### config.mk
export PLATFORM = sky130hd
export DESIGN_NAME = uart_baud_gen_frac
export DESIGN_NICKNAME = d
export VERILOG_FILES = /design/src/rtl/uart_baud_gen_frac.sv
export SDC_FILE = /design/constraint.sdc
export NUM_CORES = 1
export LEC_CHECK = 0
export BUFFER_PORTS_ARGS = -buffer_cell sky130_fd_sc_hd__buf_4
export CORE_MARGIN = 2
export CORE_UTILIZATION = 35
export DETAILED_ROUTE_END_ITERATION = 12
export PLACE_DENSITY = 0.5
export SETUP_SLACK_MARGIN = 0.05
export SLEW_MARGIN = 20
export SYNTH_ARGS = -nofsm -noshare
export SYNTH_HDL_FRONTEND = slang
export SYNTH_SLANG_ARGS = --single-unit
### constraint.sdc
create_clock -name clk -period 8 [get_ports clk]
set_input_delay 0 -clock clk [delete_from_list [all_inputs] [get_ports clk]]
set_output_delay 0 -clock clk [all_outputs]
set_load 0.01 [all_outputs]
### src/rtl/uart_baud_gen_frac.sv
// uart_baud_gen_frac: fractional baud generator emitting oversample, mid-bit and bit ticks.
// Period alternates between div_int and div_int+1 based on a fractional accumulator carry.
module uart_baud_gen_frac #(
    parameter int DIV_INT_W      = 16,
    parameter int DIV_FRAC_W     = 4,
    parameter int OVERSAMPLE     = 16,
    parameter int RESET_DIV_INT  = 3,
    parameter int RESET_DIV_FRAC = 6
) (
    input  logic                  clk,
    input  logic                  rst,
    input  logic                  enable,
    input  logic [DIV_INT_W-1:0]  div_int,
    input  logic [DIV_FRAC_W-1:0] div_frac,
    input  logic                  div_load,
    input  logic                  restart,
    output logic                  tick_os,
    output logic                  tick_mid,
    output logic                  tick_bit,
    output logic                  div_err
);
    localparam int OS_W = $clog2(OVERSAMPLE);
    localparam int P_W  = DIV_INT_W + 1;

    logic [DIV_INT_W-1:0]  act_int_q, act_int_d, pend_int_q, pend_int_d;
    logic [DIV_FRAC_W-1:0] act_frac_q, act_frac_d, pend_frac_q, pend_frac_d;
    logic                  pend_vld_q, pend_vld_d, err_q, err_d;
    logic [DIV_FRAC_W-1:0] frac_acc_q, frac_acc_d;
    logic [P_W-1:0]        period_q, period_d, cyc_q, cyc_d;
    logic [OS_W-1:0]       os_q, os_d;
    logic                  tick_os_q, tick_os_d, tick_mid_q, tick_mid_d, tick_bit_q, tick_bit_d;

    logic [DIV_INT_W-1:0]  ld_int, eff_int, sel_int;
    logic [DIV_FRAC_W-1:0] eff_frac, sel_frac, acc_base;
    logic [DIV_FRAC_W:0]   sum;
    logic [P_W-1:0]        new_period;
    logic                  fire, reload;

    always_comb begin
        ld_int     = (div_int < DIV_INT_W'(2)) ? DIV_INT_W'(2) : div_int;
        eff_int    = pend_vld_q ? pend_int_q : act_int_q;
        eff_frac   = pend_vld_q ? pend_frac_q : act_frac_q;
        // a divisor loaded alongside restart takes effect for the very first period
        sel_int    = (restart && div_load) ? ld_int : eff_int;
        sel_frac   = (restart && div_load) ? div_frac : eff_frac;
        acc_base   = restart ? '0 : frac_acc_q;
        sum        = {1'b0, acc_base} + {1'b0, sel_frac};
        new_period = {1'b0, sel_int} + {{DIV_INT_W{1'b0}}, sum[DIV_FRAC_W]};
        fire       = enable && !restart && (cyc_q + P_W'(1) == period_q);
        reload     = restart || fire;
        tick_os_d  = fire;
        tick_mid_d = fire && (os_q == OS_W'(OVERSAMPLE / 2 - 1));
        tick_bit_d = fire && (os_q == OS_W'(OVERSAMPLE - 1));
        os_d       = restart ? '0 : fire ? os_q + OS_W'(1) : os_q;
        cyc_d      = reload ? '0 : enable ? cyc_q + P_W'(1) : cyc_q;
        period_d   = reload ? new_period : period_q;
        frac_acc_d = reload ? sum[DIV_FRAC_W-1:0] : frac_acc_q;
        // while stopped there is no period boundary to wait for, so pending applies at once
        act_int_d  = reload ? sel_int : !enable ? (div_load ? ld_int : eff_int) : act_int_q;
        act_frac_d = reload ? sel_frac : !enable ? (div_load ? div_frac : eff_frac) : act_frac_q;
        pend_int_d  = div_load ? ld_int : pend_int_q;
        pend_frac_d = div_load ? div_frac : pend_frac_q;
        pend_vld_d  = div_load ? (enable && !restart) : (reload || !enable) ? 1'b0 : pend_vld_q;
        err_d       = div_load ? (div_int < DIV_INT_W'(2)) : err_q;
    end

    always_ff @(posedge clk or posedge rst) begin
        if (rst) begin
            act_int_q   <= DIV_INT_W'(RESET_DIV_INT);
            act_frac_q  <= DIV_FRAC_W'(RESET_DIV_FRAC);
            pend_int_q  <= DIV_INT_W'(RESET_DIV_INT);
            pend_frac_q <= DIV_FRAC_W'(RESET_DIV_FRAC);
            pend_vld_q  <= 1'b0;
            err_q       <= 1'b0;
            frac_acc_q  <= DIV_FRAC_W'(RESET_DIV_FRAC);
            period_q    <= P_W'(RESET_DIV_INT);
            cyc_q       <= '0;
            os_q        <= '0;
            tick_os_q   <= 1'b0;
            tick_mid_q  <= 1'b0;
            tick_bit_q  <= 1'b0;
        end else begin
            act_int_q   <= act_int_d;
            act_frac_q  <= act_frac_d;
            pend_int_q  <= pend_int_d;
            pend_frac_q <= pend_frac_d;
            pend_vld_q  <= pend_vld_d;
            err_q       <= err_d;
            frac_acc_q  <= frac_acc_d;
            period_q    <= period_d;
            cyc_q       <= cyc_d;
            os_q        <= os_d;
            tick_os_q   <= tick_os_d;
            tick_mid_q  <= tick_mid_d;
            tick_bit_q  <= tick_bit_d;
        end
    end

    assign tick_os  = tick_os_q;
    assign tick_mid = tick_mid_q;
    assign tick_bit = tick_bit_q;
    assign div_err  = err_q;
endmodule

Word-level counts from Yosys, hierarchy flattened. Cells that the tools add are included.

Flip-flop bits (word level): 87. Output and inout bits: 4.

Add/sub/neg operators: 4. Order comparisons: 1. Equal/unequal tests: 4. Muxes and demuxes: 18. Reduce and logical (&&, ||, !) cells: 12.

Operators by type and width (count): 2-to-1 mux 16 bit (6); 2-to-1 mux 17 bit (2); 2-to-1 mux 4 bit (8); adder 16 x 1 -> 17 bit (1); adder 17 x 1 -> 17 bit, second input constant (1); equality test 17 bit (1); less-than comparator 16 x 2 -> 1 bit, second input constant (1); nonzero test 2 bit (3); adder 4 x 4 -> 5 bit (1); logical AND 1 bit (5); adder 4 x 1 -> 4 bit, second input constant (1); equality test 4 x 3 -> 1 bit, second input constant (1); equality test 4 bit, second input constant (1); logical NOT 1 bit (2); logical OR 1 bit (2); 2-to-1 mux 1 bit (2); inequality test 2 x 1 -> 1 bit, second input constant (1).

Depth between registers and ports, before layout. Gate-level depths: netlist of run 1.

Depth after elaboration: 7. Depth in mapped cells: 17. Mapped depth without buffers: 13.

Least setup slack after synthesis of run 1. OpenSTA, ideal clock, no wires.

Kind: register to register. Start point: register pend_vld_q. End point: register period_q[15]. Setup time: 125 ps. Data arrival time: 3455 ps. Required time: 7875 ps. Slack: 4421 ps. Stages on the path, launching flop included: 18. Clock period less this slack: 3579 ps. Cell sequence: dfrtp_1 buf_4 buf_6 clkbuf_1 clkbuf_1 nor2b_1 a21oi_1 a21oi_1 ha_1 fa_1 a21o_1 a21o_1 ha_1 and4_1 clkbuf_1 and4bb_2 xnor2_1 mux2_2.

Word-level cells in the longest chain between the ends: 4.

RTL lines: start: declaration (RTL line 27) `logic pend_vld_q, pend_vld_d, err_q, err_d;`; start signal: assignment (RTL line 87) `pend_vld_q <= pend_vld_d;`; 2-to-1 mux 4 bit (RTL line 42) `eff_frac = pend_vld_q ? pend_frac_q : act_frac_q;`; 2-to-1 mux 4 bit (RTL line 45) `sel_frac = (restart && div_load) ? div_frac : eff_frac;`; adder 4 x 4 -> 5 bit (RTL line 47) `sum = {1'b0, acc_base} + {1'b0, sel_frac};`; adder 16 x 1 -> 17 bit * (RTL line 48) `new_period = {1'b0, sel_int} + {{DIV_INT_W{1'b0}}, sum[DIV_FRAC_W]};`; end signal: assignment (RTL line 76) `period_q <= P_W'(RESET_DIV_INT);`; end signal: assignment (RTL line 90) `period_q <= period_d;`; end: declaration (RTL line 29) `logic [P_W-1:0] period_q, period_d, cyc_q, cyc_d;`.

Every way passes the cells marked *; elsewhere a longest branch is shown, timed or not. A chain may end at the register's enable or synchronous reset.

Final worst setup path of run 1.
Start point: register cyc_q[0]. End point: register period_q[15].

Word-level cells in the longest chain between the ends: 4.

RTL lines: start: declaration (RTL line 29); start signal: assignment (RTL line 91) `cyc_q <= cyc_d;`; adder 17 x 1 -> 17 bit (RTL line 49) `fire = enable && !restart && (cyc_q + P_W'(1) == period_q);`; equality test 17 bit (RTL line 49); logical AND 1 bit (RTL line 49); logical OR 1 bit (RTL line 50) `reload = restart || fire;`.

Every way passes these cells.

==> results of run 1 <==
[power by group]
| part | internal, mW | switching (mW) | total (mW) |
|---|---|---|---|
| Sequential | 0.517 | 0.0491 | 0.566 |
| Clock | 0.281 | 0.171 | 0.452 |
| Combinational | 0.159 | 0.165 | 0.323 |
[metal layers]
| layer | up-vias | part of all wire |
|---|---|---|
| met1 | 2041 | 0.49 |
| met4 | 0 | 0.010 |
| met5 | - | 0 |
| met3 | 9 | 0.032 |
| li1 | 2018 | - |
| met2 | 71 | 0.47 |
[flip-flops by register name, indices dropped and copies added, names as in the netlist]
| register | cells |
|---|---|
| frac_acc_q | 4 |
| act_int_q | 16 |
| pend_vld_q | 1 |
| period_q | 17 |
| os_q | 4 |
| act_frac_q | 4 |
| pend_int_q | 16 |
| tick_mid | 1 |
| div_err | 1 |
| tick_bit | 1 |
| cyc_q | 17 |
| tick_os | 1 |
| pend_frac_q | 4 |
[placed cells by master, fill, tap and decap left out, drive strengths merged, types with 21 or more instances in the layout]
master	n
nand2	22
buf	33
a21oi	43
xnor2	26
mux2i	26
nor2b	28
xor2	25
mux2	47
dfrtp	75
nor2	55
o21ai	21
[worst min-delay path, delay by kind of cell]
kind / cells / cell delay (ns)
simple gates: 1 / 0.19
compound gates: 1 / 0.10
buf+inv: 1 / 0.08
[final cells by class]
| type | count | share of cell area |
|---|---|---|
| clock buffer | 12 | 0.0399 |
| clock inverter | 4 | 0.0113 |
| inverter | 9 | 0.00567 |
| multi-input combinational | 416 | 0.478 |
| sequential | 87 | 0.355 |
| tap | 188 | 0.0380 |
| timing repair buffer | 53 | 0.0724 |
[logic make-up (layout without fill, tap and decap cells)]
logic type / after synthesis / count (layout) / synth area share
AO/OA/AOI/OAI: 101 / 101 / 0.116
AND/OR/NAND/NOR: 182 / 182 / 0.180
buffers and inverters: 49 / 78 / 0.0459
XOR/XNOR: 51 / 51 / 0.0828
flip-flops: 87 / 87 / 0.406
multiplexers: 73 / 73 / 0.146
adder cells (fa/ha/maj): 9 / 9 / 0.0223
[timing repair]
item / 4_1_cts / 5_1_grt
hold buffers: 20 / 0
hold endpoints to repair: 51 / 0
gates resized for setup: 0 / 0
[through the flow]
step / setup slack [ns] / area [µm²]
floorplan: 4.42 / 5390
global placement: 4.15 / 5670
detailed placement: 3.93 / 5670
CTS: 3.92 / 6180
global route: 3.51 / 6180
finish: 3.97 / 6180
[worst paths after layout]
kind	start	to	slack, ns	cells past startpoint
setup / recovery	cyc_q[0]$_DFFE_PP0P_	period_q[15]$_DFFE_PP0P_	3.97	9
hold / removal	div_int[0]	pend_int_q[0]$_DFFE_PP1P_	0.07	3
setup reg to reg	cyc_q[0]$_DFFE_PP0P_	period_q[15]$_DFFE_PP0P_	3.97	9
hold reg to reg	os_q[3]$_DFFE_PP0P_	tick_mid$_DFF_PP0_	0.49	1
max in group asynchronous	rst	pend_int_q[14]$_DFFE_PP0P_	6.61	4
min in group asynchronous	rst	cyc_q[15]$_DFFE_PP0P_	0.22	3
==> results.md, run 1 <==
* Total core area at 15100 µm²
* Antenna violations before repair at 0
* Fill cell count at 1461
* Max Fclk at 248 MHz
* Worst-Margin Slew at 1.00 ns
* CP delay by family, top: simple AND/OR/NAND/NOR gates
* I/O pin total at 29
* Seq/Total Area, Yosys at 0.406
* Num CTS Buffers at 9
* H-tree depth at 3
* Via density at 5.38
* Status: complete, no violations
* Via count at a little over 4000
* Hpwl dp at about 8.9 mm
* Starting density of the core at 0.356
* Unrepaired setup endpoints after global routing: no
* WP data arrival at 4.25 ns
* Hold Path Class: input pin to register
* First-pass GRT wire length at between 20 and 25 mm
* CP Capture Type: register
* Lkg Pwr at 2.57 nW
* Clock tree root buffer cell: clkbuf_16
* Routed Antenna Nets at 0
* Max-slew headroom at 0.328
* Post-synth EDFFs at 0
* Synth unique cells at between 50 and 60
* Slowest cell on crit path: nor4b_4
* Die height at 128 µm
* Sink Count at 87
* Worst path required time at ~8.2 ns
* Final cell count without fillers at 769
* FP Rows at 45
* Asr flop ratio synth at 1.00
* Clock Path Buffers at 2
* Top cells by count, synth: 75 x dfrtp_1, 54 x nor2_1, 43 x a21oi_1, 36 x mux2_2, 28 x nor2b_1
* WHS at 0.0664 ns
* Footprint of the multi-input gates at 2960 µm²
* Met1 GRT Util at 0.230
* Worst-Skew Late Latency at around 0.34 ns
* Synth area leaders: dfrtp_1 35%, mux2_2 7.5%, dfstp_2 5.8%, mux2i_1 4.8%, xnor2_1 4.2%
* Crit-path max cell delay at 0.82 ns
* Routed wire length at 13.1 mm
* Share of cells above drive strength 1 at 0.177
* Storage element area at 2190 µm²
* Tcrit/Tclk final at 0.504
* Remaining global-route overflow at 0
* Count leader, synth: dfrtp_1
* Global-route usage over all layers at 0.171
* Syn_area_per_cell at between 9 and 10 µm²
* Crit-path cells: ha_1 -> nand3_1 -> nor4_1 -> nand3_1 -> a211oi_1 -> nor4b_4 -> or2_1 -> buf_4 -> mux2_2
* Layout Skew at 0.00577 ns
* Die area at roughly 16000 µm²
* Area grow syn2layout at 14.6%
* Max-slew violation count at 0
* Largest net degree at the start of global routing at 63
* Max cap viols at 0
* Clock-pin slew on the worst setup and hold paths at 0.06 ns
* Ys Warns at 0
* Post-synth top area share at 0.348
* Crit Path Category: register to register
* Net Count, Synth at 586
* PortBufs at 28
* Top FF cell, synth: dfrtp_1
* Setup TNS at 0 ns
* Final setup violation count at 0
* Chip Width at 128 µm
* Met2 Use GR at 0.271
* Final hold vios at 0
* PwrDens at 217 nW/µm²
* TritonCTS clock tree: done
* Cell type with the highest aggregate area in the netlist: dfrtp_1
* Most used cell, CP: nand3_1
* Post-CTS setup buffer count at 0
* Maximum vdd drop at around 150 µV
* Util after Layout at 0.408
* Vias in the first global route at 4220
* Post-Syn Instances at 552
* DR pass1 iterations at 4
* Post-Syn Area at 5390 µm²
* Total power at around 1.3 mW
* Post-DR wirelength/cell at 17.1 µm
* Residual DRC at 0
* Drt first-iter violations at 238
* Post-route minimum period at 4.03 ns
* Met3 Usage GRT at 0.0422
* Placed Cells at 733
* Buf+Inv Stages, Crit Path at 1
* Critical path launch point type: register
* Gr busiest metal: met2
* #FFs+latches synth at 87
* Critical Path Fanout Max at 40
* Gpl congestion at 0.846
* Nets at 610
* Ant. Diodes at 0
Power figures use the tool's default switching activity.
==> run 2, diff against run 1 <==
- clock period: 8 -> 3.75 ns (I/O delays scaled with it)
==> run 2 against run 1 <==
Maximum frequency rose by 24%. Register-to-register slack got worse by 3.5 ns. Sequential share of layout area fell by 0.28 points. Hold slack got worse by 0.031 ns. First-iteration DRC count rose by 4.2%. Design area rose by 0.79%. Count of clock-buffer cells in the layout rose by 1. Largest power group unchanged.
==> results.md, run 2 (synthesis results as in run 1) <==
* Unrepaired setup endpoints after global routing: no
* Remaining global-route overflow at 0
* Gpl congestion at 0.816
* Post-CTS setup buffer count at 0
* Post-DR wirelength/cell at 17.3 µm
* Switch share at 0.302
* Pint at about 2 mW
* Most frequent cells in the layout: 75 x dfrtp_1, 54 x nor2_1, 45 x buf_4
* Tcrit/Tclk final at 0.870
* WP data arrival at 3.50 ns
* Fill cell count at 1457
* Via count at 4312
* Layout Skew at 0.00678 ns
* Max cap viols at 0
* Placed Cells at 745
* Clock group share of total power at 0.310
* Most common cell after layout, fill and taps aside: dfrtp_1
* Total core area at 15100 µm²
* Routed wire length at 13.5 mm
* Footprint of the multi-input gates at 2950 µm²
* Drt first-iter violations at 248
* Final setup violation count at 0
* CP delay by family, top: simple AND/OR/NAND/NOR gates
* Total power at 2.78 mW
* Clock Path Buffers at 2
* Share of cells above drive strength 1 at 0.192
* PwrDens at about 450 nW/µm²
* Lkg Pwr at 2.60 nW
* FP Rows at 45
* Setup TNS at 0 ns
* Worst-Margin Slew at about 0.7 ns
* Area grow syn2layout at 15.5%
* Post-route minimum period at between 3 and 4 ns
* Clock tree root buffer cell: clkbuf_16
* Status: complete, no violations
* Comb pwr share at 0.256
* Max Fclk at 307 MHz
* Biggest regs: cyc_q: 17 flops, period_q: 17 flops
* Die area at ~16000 µm²
* Clock-pin slew on the worst setup and hold paths at 0.06 ns
* Critical path launch point type: register
* TritonCTS clock tree: done
* Via density at approximately 5.5
* Placed Instance Area at roughly 5800 µm²
* Chip Width at 128 µm
* Ant. Diodes at 0
* Nets at 622
* I/O pin total at 29
* Crit Path Category: register to register
* First-pass GRT wire length at around 23 mm
* Residual DRC at 0
* Max-slew headroom at 0.528
* Critical Path Fanout Max at 12
* DR pass1 iterations at 5
* Starting density of the core at 0.356
* H-tree depth at 3
* CTS resizes at 0
* Crit-path max cell delay at 0.52 ns
* Num CTS Buffers at 9
* PortBufs at 28
* Maximum vdd drop at 209 µV
* Max-slew violation count at 0
* CP Capture Type: register
* Storage element area at about 2200 µm²
* Worst-Skew Late Latency at 0.35 ns
* Vias in the first global route at ~4200
* Buf+Inv Stages, Crit Path at 0
* Final cell count without fillers at 781
* Largest net degree at the start of global routing at 45
* Slowest cell on crit path: dfrtp_1
* Hold Path Class: input pin to register
* Crit-path cells: nor2b_1 -> a21oi_1 -> a21oi_1 -> ha_1 -> fa_1 -> a21o_1 -> a21o_1 -> ha_1 -> ha_1 -> nand3_1 -> or3b_1 -> xor2_1 -> mux2_2
* Routed Antenna Nets at 0
* Sink Count at 87
* Most used cell, CP: ha_1
* Global-route usage over all layers at 0.177
* Flop pwr share at 0.434
* WHS at 0.0352 ns
* Sw Pwr at 0.841 mW
* Final hold vios at 0
* Antenna violations before repair at 0
* Die height at 128 µm
* Worst path required time at 3.99 ns
* Hpwl dp at 9.26 mm
* Post-Layout Inst Area at roughly 6200 µm²
run 2: cell count changes in the layout (fill, tap and decap cells not counted), sizes merged:
cell	previous run	this run
bufinv	2	0
clkinvlp	0	1
buf	33	45
clkbuf	12	13
run 2: cell type report:
| cell class | count | area share |
|---|---|---|
| clock buffers | 13 | 0.0418 |
| clock inverters | 3 | 0.00281 |
| inverters | 9 | 0.00562 |
| multi-input cells | 416 | 0.474 |
| flip-flops and latches | 87 | 0.352 |
| well taps | 188 | 0.0377 |
| repair buffers | 65 | 0.0863 |
run 2: power by group through the flow:
stage,clock [mW],sequential [mW],combinational (mW)
2_1_floorplan,0,1.19,0.535
3_3_place_gp,0,1.22,0.680
3_5_place_dp,0,1.23,0.699
4_1_cts,0.891,1.21,0.719
5_1_grt,0.931,1.23,0.806
6_report,0.863,1.21,0.712
run 2: path summary, 6_finish.rpt:
kind	cells past startpoint	start	to	slack (ns)
hold reg to reg	1	os_q[3]$_DFFE_PP0P_	tick_mid$_DFF_PP0_	0.48
setup reg to reg	13	pend_vld_q$_DFFE_PP0P_	period_q[14]$_DFFE_PP0P_	0.49
max in group asynchronous	4	rst	cyc_q[16]$_DFFE_PP0P_	2.68
min in group asynchronous	3	rst	cyc_q[5]$_DFFE_PP0P_	0.18
hold / removal	3	div_int[0]	pend_int_q[0]$_DFFE_PP1P_	0.04
setup / recovery	13	pend_vld_q$_DFFE_PP0P_	period_q[14]$_DFFE_PP0P_	0.49
run 2: worst reg2reg max path, stage by stage, from the launching register on:
cell and delay (ns):
dfrtp_1 0.52, nor2b_1 0.21, a21oi_1 0.06, a21oi_1 0.24, ha_1 0.22, fa_1 0.21, a21o_1 0.12, a21o_1 0.11
ha_1 0.19, ha_1 0.21, nand3_1 0.17, or3b_1 0.46, xor2_1 0.15, mux2_2 0.28
run 2: metal layers:
layer | global-route usage | vias to the layer above | part of all wire
li1 | - | 2059 | -
met4 | 0.0724 | 0 | 0.018
met1 | 0.250 | 2122 | 0.48
met5 | 0 | - | 0
met3 | 0.0242 | 15 | 0.041
met2 | 0.275 | 116 | 0.46
run 2: metrics by stage:
stage / utilization / setup WS (ns)
6_report: 0.411 / 0.488
5_1_grt: 0.411 / 0.227
4_1_cts: 0.411 / 0.494
3_5_place_dp: 0.380 / 0.502
3_3_place_gp: 0.380 / 0.585
2_1_floorplan: - / 0.171
run 2: timing repair:
action / 4_1_cts / 5_1_grt
endpoints found under the hold margin: 43 / 0
hold buffers: 20 / 0
setup endpoints to repair: 0 / 0
==> run 3, diff against run 2 <==
- CORE_UTILIZATION: 35 -> 50
- PLACE_DENSITY: 0.5 -> 0.69
- clock period: 3.75 -> 2.8 ns (I/O delays scaled with it)
==> run 3 against run 2 <==
The flow now finishes with violations (setup timing). Critical path type unchanged. Non-clock buffer count up 50. Critical path depth unchanged. Die area down 29%. Design area up 7.2%. Register-to-register slack worse by 0.51 ns. Sequential share of layout area down 2.3 points. Largest power group unchanged.
==> results.md, run 3 (synthesis results as in run 1) <==
* Layout Skew at between 0.01 and 0.015 ns
* Chip Width at 108 µm
* Setup WS post-layout at -0.0259 ns
* Hold Path Class: input pin to register
* Final setup violation count at 1
* Post-route minimum period at between 2 and 3 ns
* Die height at 108 µm
* Status: complete, but fails checks
* Residual DRC at 0
* First-pass GRT wire length at approximately 22 mm
* Most common cell after layout, fill and taps aside: buf_4
* Total core area at 10400 µm²
* Vias in the first global route at between 4000 and 5000
* Clock tree root buffer cell: clkbuf_8
* Setup TNS at -0.0259 ns
* Tcrit/Tclk final at 1.01
* Failing checks: setup timing
* Clock Path Buffers at 2
* Antenna violations before repair at 0
* Worst-Margin Slew at 0.635 ns
* Routed wire length at 13.5 mm
* Lkg Pwr at 2.88 nW
* Total power at 3.59 mW
* WHS at 0.119 ns
* Clock-pin slew on the worst setup and hold paths at 0.09 ns
* Hpwl dp at 9.16 mm
* Max Fclk at 354 MHz
* PortBufs at 28
* Remaining global-route overflow at 0
* WP data arrival at 3.08 ns
* Num CTS Buffers at 9
* Biggest regs: cyc_q: 17 flops, period_q: 17 flops
* PwrDens at 538 nW/µm²
* Fill cell count at 809
* Util after Layout at 0.641
* Maximum vdd drop at between 300 and 400 µV
* CP Capture Type: register
* I/O pin total at 29
* Unrepaired setup endpoints after global routing: yes
* Area grow syn2layout at 23.8%
* H-tree depth at 3
* Gpl congestion at roughly 0.92
* Max cap viols at 0
* Sink Count at 87
* Final hold vios at 0
* Critical path launch point type: register
* Most frequent cells in the layout: 88 x buf_4, 74 x dfrtp_1, 53 x nor2_1
* Routed Antenna Nets at 0
* Die area at 11600 µm²
* FP Rows at 37
* Via density at 5.78
* Max-slew violation count at 0
* Worst-Skew Late Latency at 0.36 ns
* Crit Path Category: register to register
* Worst path required time at just over 3 ns
* Nets at 672
* Drt first-iter violations at roughly 230
* Global-route usage over all layers at 0.244
* Largest net degree at the start of global routing at between 80 and 90
* DR pass1 iterations at 5
* Via count at 4501
* Post-DR wirelength/cell at 17.4 µm
* Max-slew headroom at 0.572
* Pre-CTS WS at -0.139 ns
* Ant. Diodes at 0
* Share of cells above drive strength 1 at 0.297
* Critical Path Fanout Max at 6
* Starting density of the core at 0.518
* TritonCTS clock tree: done
[run 3: cell types whose count changed in the layout (fill, tap and decap cells not counted), moves of 3 or more]
cell and delta:
clkbuf_8 +8, clkbuf_16 -9, a21oi_1 -3, mux2_4 +8
nor4_1 -5, buf_12 +5, mux2_1 -6, nor4_2 +4
ha_1 -3, buf_4 +43, a21oi_2 +3
[run 3: worst max-delay path, cell delays in order, from the launching register on]
cell and delay (ns):
dfrtp_2 0.47, nor2b_4 0.14, a21oi_2 0.05, a21oi_2 0.14, ha_2 0.22, fa_2 0.21, a21o_1 0.10, a21o_1 0.16
ha_4 0.17, ha_4 0.14, nand3_4 0.07, or3b_4 0.41, xor2_2 0.16, mux2_4 0.26
[run 3: layout make-up]
cell class	instances	area (µm²)	area share
Clock buffer	11	141	0.0212
Inverter	9	35.0	0.00524
Tap cell	136	170	0.0255
Timing Repair Buffer	115	981	0.147
Sequential cell	87	2190	0.328
Multi-Input combinational cell	416	3130	0.468
Clock inverter	5	33.8	0.00506
[run 3: per-stage QoR]
step	cells	instance area (µm²)
2_1_floorplan	552	5490
3_3_place_gp	728	6070
3_5_place_dp	728	6070
4_1_cts	770	6520
5_1_grt	779	6680
6_report	779	6680
[run 3: layer usage]
metal  routed length (µm)  up-vias  share of wire  global-route usage
met5                    0        -              0                   0
met4                  191        0          0.014              0.0870
met3                  518       14          0.038              0.0327
met2                 6710      120           0.50               0.412
met1                 6100     2228           0.45               0.320
li1                     -     2139              -                   -
[run 3: what timing repair did]
action                                  in CTS  in global routing
hold buffers                                22                  0
gates resized for setup                      6                 14
endpoints found under the hold margin      111                  0
pin swaps                                    5                 15
endpoints found under the setup margin      24                 28
buffers inserted                             4                  9
[run 3: final timing paths]
path | depth (start not counted) | end | start | slack, ns
max | 13 | period_q[14]$_DFFE_PP0P_ | pend_vld_q$_DFFE_PP0P_ | -0.03
min | 4 | div_err$_DFFE_PP0P_ | div_int[15] | 0.12
max reg2reg | 13 | period_q[14]$_DFFE_PP0P_ | pend_vld_q$_DFFE_PP0P_ | -0.03
min reg2reg | 1 | tick_mid$_DFF_PP0_ | os_q[3]$_DFFE_PP0P_ | 0.48
max in group asynchronous | 4 | act_frac_q[1]$_DFFE_PP1P_ | rst | 2.11
min in group asynchronous | 4 | cyc_q[4]$_DFFE_PP0P_ | rst | 0.27
[run 3: report_power, final]
part           switching [mW]  internal (mW)
Sequential              0.142           1.48
Combinational           0.550          0.613
Clock                   0.465          0.346
Total                    1.16           2.43
